## src/rtl/arb_req_tracker_pkg.sv

```systemverilog
// arb_pkg: shared defaults and types for the arbiter family.
//   ARB_N        - default number of clients
//   ARB_CNT_W    - default per-client pending-count width
//   ARB_STARVE_W - default per-client wait-counter width
//   gnt_kind_e   - classification of an incoming grant vector
package arb_pkg;

  localparam int ARB_N        = 32;
  localparam int ARB_CNT_W    = 2;
  localparam int ARB_STARVE_W = 8;

  typedef enum logic [1:0] {
    GNT_NONE   = 2'd0,
    GNT_ONEHOT = 2'd1,
    GNT_MULTI  = 2'd2
  } gnt_kind_e;

endpackage

```

## src/rtl/arb_req_tracker_if.sv

```systemverilog
// arb_req_tracker_if: request/grant bundle between clients, the tracker and
// the arbiter.
//   push_i   - per-client new-request event
//   gnt_i    - grant vector from the arbiter (one-hot or zero expected)
//   req_o    - per-client request (pending count nonzero)
//   full_o   - per-client pending count at maximum
//   served_o - registered pulse of the accepted grant
//   drop_o   - registered pulse of a rejected push
//   starve_o - per-client wait counter saturated
//   err_o    - sticky protocol-error flag
// master: the side that drives push/grant; slave: the tracker.
interface arb_req_tracker_if
  import arb_pkg::*;
#(
  parameter int N = ARB_N
);

  logic [N-1:0] push_i;
  logic [N-1:0] gnt_i;
  logic [N-1:0] req_o;
  logic [N-1:0] full_o;
  logic [N-1:0] served_o;
  logic [N-1:0] drop_o;
  logic [N-1:0] starve_o;
  logic         err_o;

  modport master (
    output push_i, gnt_i,
    input  req_o, full_o, served_o, drop_o, starve_o, err_o
  );

  modport slave (
    input  push_i, gnt_i,
    output req_o, full_o, served_o, drop_o, starve_o, err_o
  );

endinterface

```

## src/rtl/arb_client_slot.sv

```systemverilog
// arb_client_slot: state for one client of the request tracker.
//   clk, reset - clock, synchronous active-low reset
//   push_i     - new request this cycle
//   vg_i       - this client's bit of the validated grant
//   req_o      - pending count nonzero
//   full_o     - pending count at maximum
//   served_o   - registered vg_i
//   drop_o     - registered "push rejected because full"
//   starve_o   - wait counter saturated
module arb_client_slot
  import arb_pkg::*;
#(
  parameter int CNT_W    = ARB_CNT_W,
  parameter int STARVE_W = ARB_STARVE_W
) (
  input  logic clk,
  input  logic reset,
  input  logic push_i,
  input  logic vg_i,
  output logic req_o,
  output logic full_o,
  output logic served_o,
  output logic drop_o,
  output logic starve_o
);

  localparam logic [CNT_W-1:0]    CNT_MAX  = '1;
  localparam logic [STARVE_W-1:0] WAIT_MAX = '1;

  logic [CNT_W-1:0]    count_q, count_d;
  logic [STARVE_W-1:0] wait_q, wait_d;
  logic                served_q, served_d;
  logic                drop_q, drop_d;

  assign req_o    = (count_q != '0);
  assign full_o   = (count_q == CNT_MAX);
  assign starve_o = (wait_q == WAIT_MAX);
  assign served_o = served_q;
  assign drop_o   = drop_q;

  always_comb begin
    count_d  = count_q;
    wait_d   = wait_q;
    drop_d   = 1'b0;
    served_d = vg_i;

    // A push and a grant in the same cycle cancel, so a full client can
    // still accept a push while it is being served.
    if (push_i && !vg_i) begin
      if (full_o) drop_d = 1'b1;
      else        count_d = count_q + CNT_W'(1);
    end else if (vg_i && !push_i && req_o) begin
      count_d = count_q - CNT_W'(1);
    end

    if (!req_o || vg_i)  wait_d = '0;
    else if (!starve_o)  wait_d = wait_q + STARVE_W'(1);
  end

  always_ff @(posedge clk) begin
    if (!reset) begin
      count_q  <= '0;
      wait_q   <= '0;
      served_q <= 1'b0;
      drop_q   <= 1'b0;
    end else begin
      count_q  <= count_d;
      wait_q   <= wait_d;
      served_q <= served_d;
      drop_q   <= drop_d;
    end
  end

endmodule

```

## src/rtl/arb_req_tracker.sv

```systemverilog
// arb_req_tracker: per-client pending-request bookkeeping in front of a
// single-cycle arbiter.
//   clk   - sole clock, rising edge
//   reset - synchronous active-low reset
//   bus   - arb_req_tracker_if slave: push/grant in, req/full/served/drop/
//           starve/err out
// Grant validation (one-hot check, valid grant, sticky error) lives here;
// everything per client lives in arb_client_slot.
module arb_req_tracker
  import arb_pkg::*;
#(
  parameter int N        = ARB_N,
  parameter int CNT_W    = ARB_CNT_W,
  parameter int STARVE_W = ARB_STARVE_W
) (
  input  logic               clk,
  input  logic               reset,
  arb_req_tracker_if.slave   bus
);

  localparam logic [N-1:0] ONE = N'(1);

  gnt_kind_e    gnt_kind;
  logic [N-1:0] vg;
  logic [N-1:0] req_w, full_w, served_w, drop_w, starve_w;
  logic         err_q, err_d;

  always_comb begin
    gnt_kind = GNT_NONE;
    if (bus.gnt_i != '0) begin
      // Clearing the lowest set bit leaves zero only for a one-hot vector.
      if ((bus.gnt_i & (bus.gnt_i - ONE)) == '0) gnt_kind = GNT_ONEHOT;
      else                                        gnt_kind = GNT_MULTI;
    end

    vg = (gnt_kind == GNT_ONEHOT) ? (bus.gnt_i & req_w) : '0;

    err_d = err_q;
    if (gnt_kind == GNT_MULTI || (gnt_kind == GNT_ONEHOT && vg == '0))
      err_d = 1'b1;
  end

  always_ff @(posedge clk) begin
    if (!reset) err_q <= 1'b0;
    else        err_q <= err_d;
  end

  for (genvar i = 0; i < N; i++) begin : g_slot
    arb_client_slot #(
      .CNT_W    (CNT_W),
      .STARVE_W (STARVE_W)
    ) u_slot (
      .clk      (clk),
      .reset    (reset),
      .push_i   (bus.push_i[i]),
      .vg_i     (vg[i]),
      .req_o    (req_w[i]),
      .full_o   (full_w[i]),
      .served_o (served_w[i]),
      .drop_o   (drop_w[i]),
      .starve_o (starve_w[i])
    );
  end

  assign bus.req_o    = req_w;
  assign bus.full_o   = full_w;
  assign bus.served_o = served_w;
  assign bus.drop_o   = drop_w;
  assign bus.starve_o = starve_w;
  assign bus.err_o    = err_q;

endmodule

```

## src/flat_wrapper.sv

```systemverilog
// flat-port wrapper written by rule: the top's interface ports become plain ports
module arb_req_tracker_flat import arb_pkg::*;
#(
  parameter int N        = ARB_N,
  parameter int CNT_W    = ARB_CNT_W,
  parameter int STARVE_W = ARB_STARVE_W
)
  (clk, reset, bus_push_i, bus_gnt_i, bus_req_o, bus_full_o, bus_served_o, bus_drop_o, bus_starve_o, bus_err_o);
  arb_req_tracker_if #(.N(N)) bus_i ();
  input  logic clk;
  input  logic reset;
  input wire logic [$bits(bus_i.push_i)-1:0] bus_push_i;
  input wire logic [$bits(bus_i.gnt_i)-1:0] bus_gnt_i;
  output wire logic [$bits(bus_i.req_o)-1:0] bus_req_o;
  output wire logic [$bits(bus_i.full_o)-1:0] bus_full_o;
  output wire logic [$bits(bus_i.served_o)-1:0] bus_served_o;
  output wire logic [$bits(bus_i.drop_o)-1:0] bus_drop_o;
  output wire logic [$bits(bus_i.starve_o)-1:0] bus_starve_o;
  output wire logic [$bits(bus_i.err_o)-1:0] bus_err_o;
  assign bus_i.push_i = bus_push_i;
  assign bus_i.gnt_i = bus_gnt_i;
  assign bus_req_o = bus_i.req_o;
  assign bus_full_o = bus_i.full_o;
  assign bus_served_o = bus_i.served_o;
  assign bus_drop_o = bus_i.drop_o;
  assign bus_starve_o = bus_i.starve_o;
  assign bus_err_o = bus_i.err_o;
  arb_req_tracker #(.N(N), .CNT_W(CNT_W), .STARVE_W(STARVE_W)) u_core (.clk(clk), .reset(reset), .bus(bus_i));
endmodule
```

## config.mk

```make
export PLATFORM = sky130hd
export DESIGN_NAME = arb_req_tracker_flat
export DESIGN_NICKNAME = d
export VERILOG_FILES = /design/src/rtl/arb_req_tracker_pkg.sv /design/src/rtl/arb_req_tracker_if.sv /design/src/rtl/arb_client_slot.sv /design/src/rtl/arb_req_tracker.sv /design/src/flat_wrapper.sv
export SDC_FILE = /design/constraint.sdc
export NUM_CORES = 1
export LEC_CHECK = 0
export ABC_AREA = 1
export BUFFER_PORTS_ARGS = -buffer_cell sky130_fd_sc_hd__buf_2
export CAP_MARGIN = 20
export CORE_MARGIN = 2
export CORE_UTILIZATION = 25
export CTS_CLUSTER_DIAMETER = 30
export DETAILED_ROUTE_END_ITERATION = 8
export PLACE_DENSITY = 0.42
export SYNTH_ARGS = -nofsm -noshare
export SYNTH_HDL_FRONTEND = slang
export SYNTH_HIERARCHICAL = 1
export SYNTH_SLANG_ARGS = --single-unit
```

## constraint.sdc

```tcl
create_clock -name clk -period 2.7 [get_ports clk]
set_clock_uncertainty 0.15 [all_clocks]
set_input_delay 0.675 -clock clk [delete_from_list [all_inputs] [get_ports clk]]
set_output_delay 0.675 -clock clk [all_outputs]
set_load 0.05 [all_outputs]
```

==> flow_summary.json <==
{
  "die_x_um": 291,
  "status": "finished clean",
  "insertion_delay_ns": 0.70,
  "drcViolationCount": 0,
  "port_buffers": 226,
  "gp_congestion": 0.804,
  "worst_pin_slew_ns": 0.800,
  "p_sw_share_pct": 24.9,
  "comb_power_share_pct": 7.7,
  "area_growth_pct": 42.7,
  "vdd_ir_drop_max_uv": 578,
  "fin_setup_tns_ns": 0,
  "min_path_type": "in -> reg",
  "synthSimpleGateAreaFrac_pct": 39.9,
  "grt-ovfl-total": 0,
  "cp.arrival_ns": 1.75,
  "syn_nets": 3136,
  "grt_max_degree": 34,
  "firstDrtPassIters": 5,
  "synth_area_mm2": 0.0206,
  "mostFrequentLayoutCell": "nand2_1",
  "cts_tree": "yes",
  "clkPwrFrac_pct": 65.6,
  "seq_power_share_pct": 26.8,
  "initial_core_util_pct": 25.2,
  "grt_usage_pct": 14.0,
  "first_global_vias": 19100,
  "row_count": 105,
  "ioPinCount": 227,
  "tritoncts.num_buffers": 134,
  "grtUsageMet1_pct": 18.3,
  "slew-limit-headroom_pct": 45.9,
  "drive_above_1_share_pct": 29.9,
  "ys_seq_area_share_pct": 37.3,
  "synthXorXnorAreaFrac_pct": 1.36,
  "slew_violations": 0,
  "grt_util_met2_pct": 20.9,
  "path_class": "reg -> out",
  "critPathMaxFanout": 9,
  "initialDrtViolationCount": 962,
  "slowest_delay_ns": 0.36,
  "synthCells": 3038,
  "antenna_left": 0,
  "grt_pass1_wl_mm": 96.1,
  "cpMaxStageDelayCell": "dfxtp_2",
  "synth.distinct_cells": 26,
  "rsz0062_at_grt": "true",
  "maxCapViolations": 0,
  "clockBufferDepth": 3,
  "worstPathBufferInverterCount": 3,
  "period_share_pct": 95.3,
  "finalSetupViolCount": 0,
  "synth_compound_area_share_pct": 8.40,
  "hpwl_mm": 44.0,
  "r2r_cells": 9,
  "hold_path_depth": 3,
  "worst_hold_slack_ns": 0.124,
  "muxShareOfSynthArea_pct": 0,
  "cts.clk_slew.worst_paths_ns": 0.04,
  "p_sw_mw": 5.65,
  "drt-total-wl_mm": 58.8,
  "cts_max_level": 4,
  "postPlaceCellArea_mm2": 0.0242,
  "worstPathRequired_ns": 1.88,
  "synth_area_per_cell_um2": 6.79,
  "vias": 19900,
  "top_usage_layer": "met2",
  "die_area_mm2": 0.0849,
  "end_kind": "primary output",
  "use_met3_pct": 4.93,
  "leakagePower_nw": 12.9,
  "final_area_mm2": 0.0295,
  "clock-sinks": 385,
  "core_area_mm2": 0.0820,
  "mostFrequentLayoutCells": "nand2_1 (742), inv_1 (429), nor2_1 (401), dfxtp_1 (321), nand3_1 (204)",
  "clockRootBuffer": "clkbuf_16",
  "final_net_count": 3629,
  "p_per_area_mw_per_mm2": 770,
  "cp_num_cells": 6,
  "critPathTopFamily": "flip-flops",
  "ys_ff_latch": 385,
  "hold_violations": 0,
  "die_h_um": 291,
  "finalCriticalPeriod_ns": 2.57,
  "p_int_mw": 17.0,
  "viasPerCell": 4.22,
  "synth_top_family_by_area": "simple AND/OR/NAND/NOR gates",
  "synthAdderAreaFrac_pct": 1.94,
  "avgRoutedWirePerCell_um": 12.5,
  "antenna_found_initial": 12,
  "crit_path_start_kind": "register",
  "fmax_mhz": 389,
  "cp_cell_sequence": "ha_4 > nand3_2 > inv_2 > nand2_4 > clkinv_4 > buf_4",
  "yosysWarnings": 6
}
## sequential cells by signal, summed over array words and instances (netlist names)
register	count
u_core/g_slot.u_slot/count_q	64
u_core/g_slot.u_slot/drop_o	32
u_core/g_slot.u_slot/served_o	32
u_core/g_slot.u_slot/wait_q	256
u_core/bus.err_o	1
## timing repair
item                       in CTS  in global routing
hold buffers                    0                  0
gates resized for setup       127                104
hold endpoints to repair        0                  0
pin swaps                      16                  4
setup endpoints to repair      32                218
setup buffers                   2                  0
## tightest hold or removal path, cell delays in order
cell,delay (ns)
buf_2,0.11
inv_1,0.08
nor4_1,0.06
## logic make-up after synthesis
logic type / after synthesis
compound gates: 308
xor+xnor: 32
fa+ha+maj: 32
buf+inv: 561
flops: 385
simple gates: 1720
## power groups by stage
stage	Clock [mW]	Sequential, mW	Combinational, mW
after floorplan	0	6.11	1.09
after global placement	0	6.12	1.73
after detailed placement	0	6.11	1.71
after CTS	15.3	6.05	1.74
after global routing	15.7	6.09	1.94
final	14.9	6.07	1.74
## cell type report
| type | instances | area [µm²] |
|---|---|---|
| Multi-Input combinational cell | 2092 | 11200 |
| Tap cell | 1070 | 1340 |
| Sequential cell | 385 | 7790 |
| Fill cell | 8722 | 52500 |
| Inverter | 558 | 2300 |
| Antenna cell | 2 | 5.00 |
| Clock buffer | 200 | 3970 |
| Clock inverter | 42 | 518 |
| Timing Repair Buffer | 360 | 2370 |
## path summary, 6_finish.rpt
path	slack, ns	end	startpoint
setup reg to reg	0.52	u_core/bus.err_o$_SDFFE_PN0P_	u_core/g_slot[14].u_slot/count_q[0]$_SDFFE_PN0P_
hold reg to reg	0.32	u_core/g_slot[6].u_slot/count_q[1]$_SDFFE_PN0P_	u_core/g_slot[6].u_slot/count_q[1]$_SDFFE_PN0P_
hold / removal	0.12	u_core/g_slot[10].u_slot/drop_o$_SDFF_PN0_	bus_push_i[10]
setup / recovery	0.13	bus_starve_o[21]	u_core/g_slot[21].u_slot/wait_q[1]$_SDFFE_PP0P_
## cells in the mapped netlist
cell type / instances / area (µm²)
a21oi_1: 130 / 651
a31oi_1: 64 / 400
buf_6: 3 / 33.8
clkinv_1: 32 / 120
clkinv_4: 32 / 280
dfxtp_1: 385 / 7710
ha_1: 32 / 400
inv_1: 429 / 1610
inv_2: 65 / 244
nand2_1: 744 / 2790
nand2_2: 66 / 413
nand2_4: 32 / 360
nand3_1: 204 / 1020
nand3_2: 96 / 961
nand4_1: 4 / 25.0
nor2_1: 428 / 1610
nor2_2: 45 / 282
nor2_4: 36 / 405
nor3_1: 33 / 165
nor4_1: 32 / 200
o21ai_0: 5 / 25.0
o21ai_1: 68 / 340
o22ai_1: 1 / 6.26
o31ai_1: 32 / 240
o41ai_1: 8 / 70.1
xnor2_1: 32 / 280
## metal layers
layer  up-vias  share of wire [%]  routed length (µm)
met1      8680                 49               28900
met5         -               0.15                  86
met2       380                 42               24600
li1      10700                  -                   -
met4        14                2.6                1520
met3       130                6.3                3700
## through the flow
| stage | total power, mW | utilization [%] | instances | worst slack (ns) |
|---|---|---|---|---|
| floorplan | 7.19 | - | 3038 | -0.0651 |
| global placement | 7.85 | 29.5 | 4463 | -0.675 |
| detailed placement | 7.82 | 29.5 | 4463 | -0.664 |
| CTS | 23.1 | 35.6 | 4707 | 0.000225 |
| global route | 23.7 | 35.9 | 4708 | -0.0264 |
| finish | 22.7 | 35.9 | 4709 | 0.126 |
No activity file was read; power rests on OpenSTA's default activity.
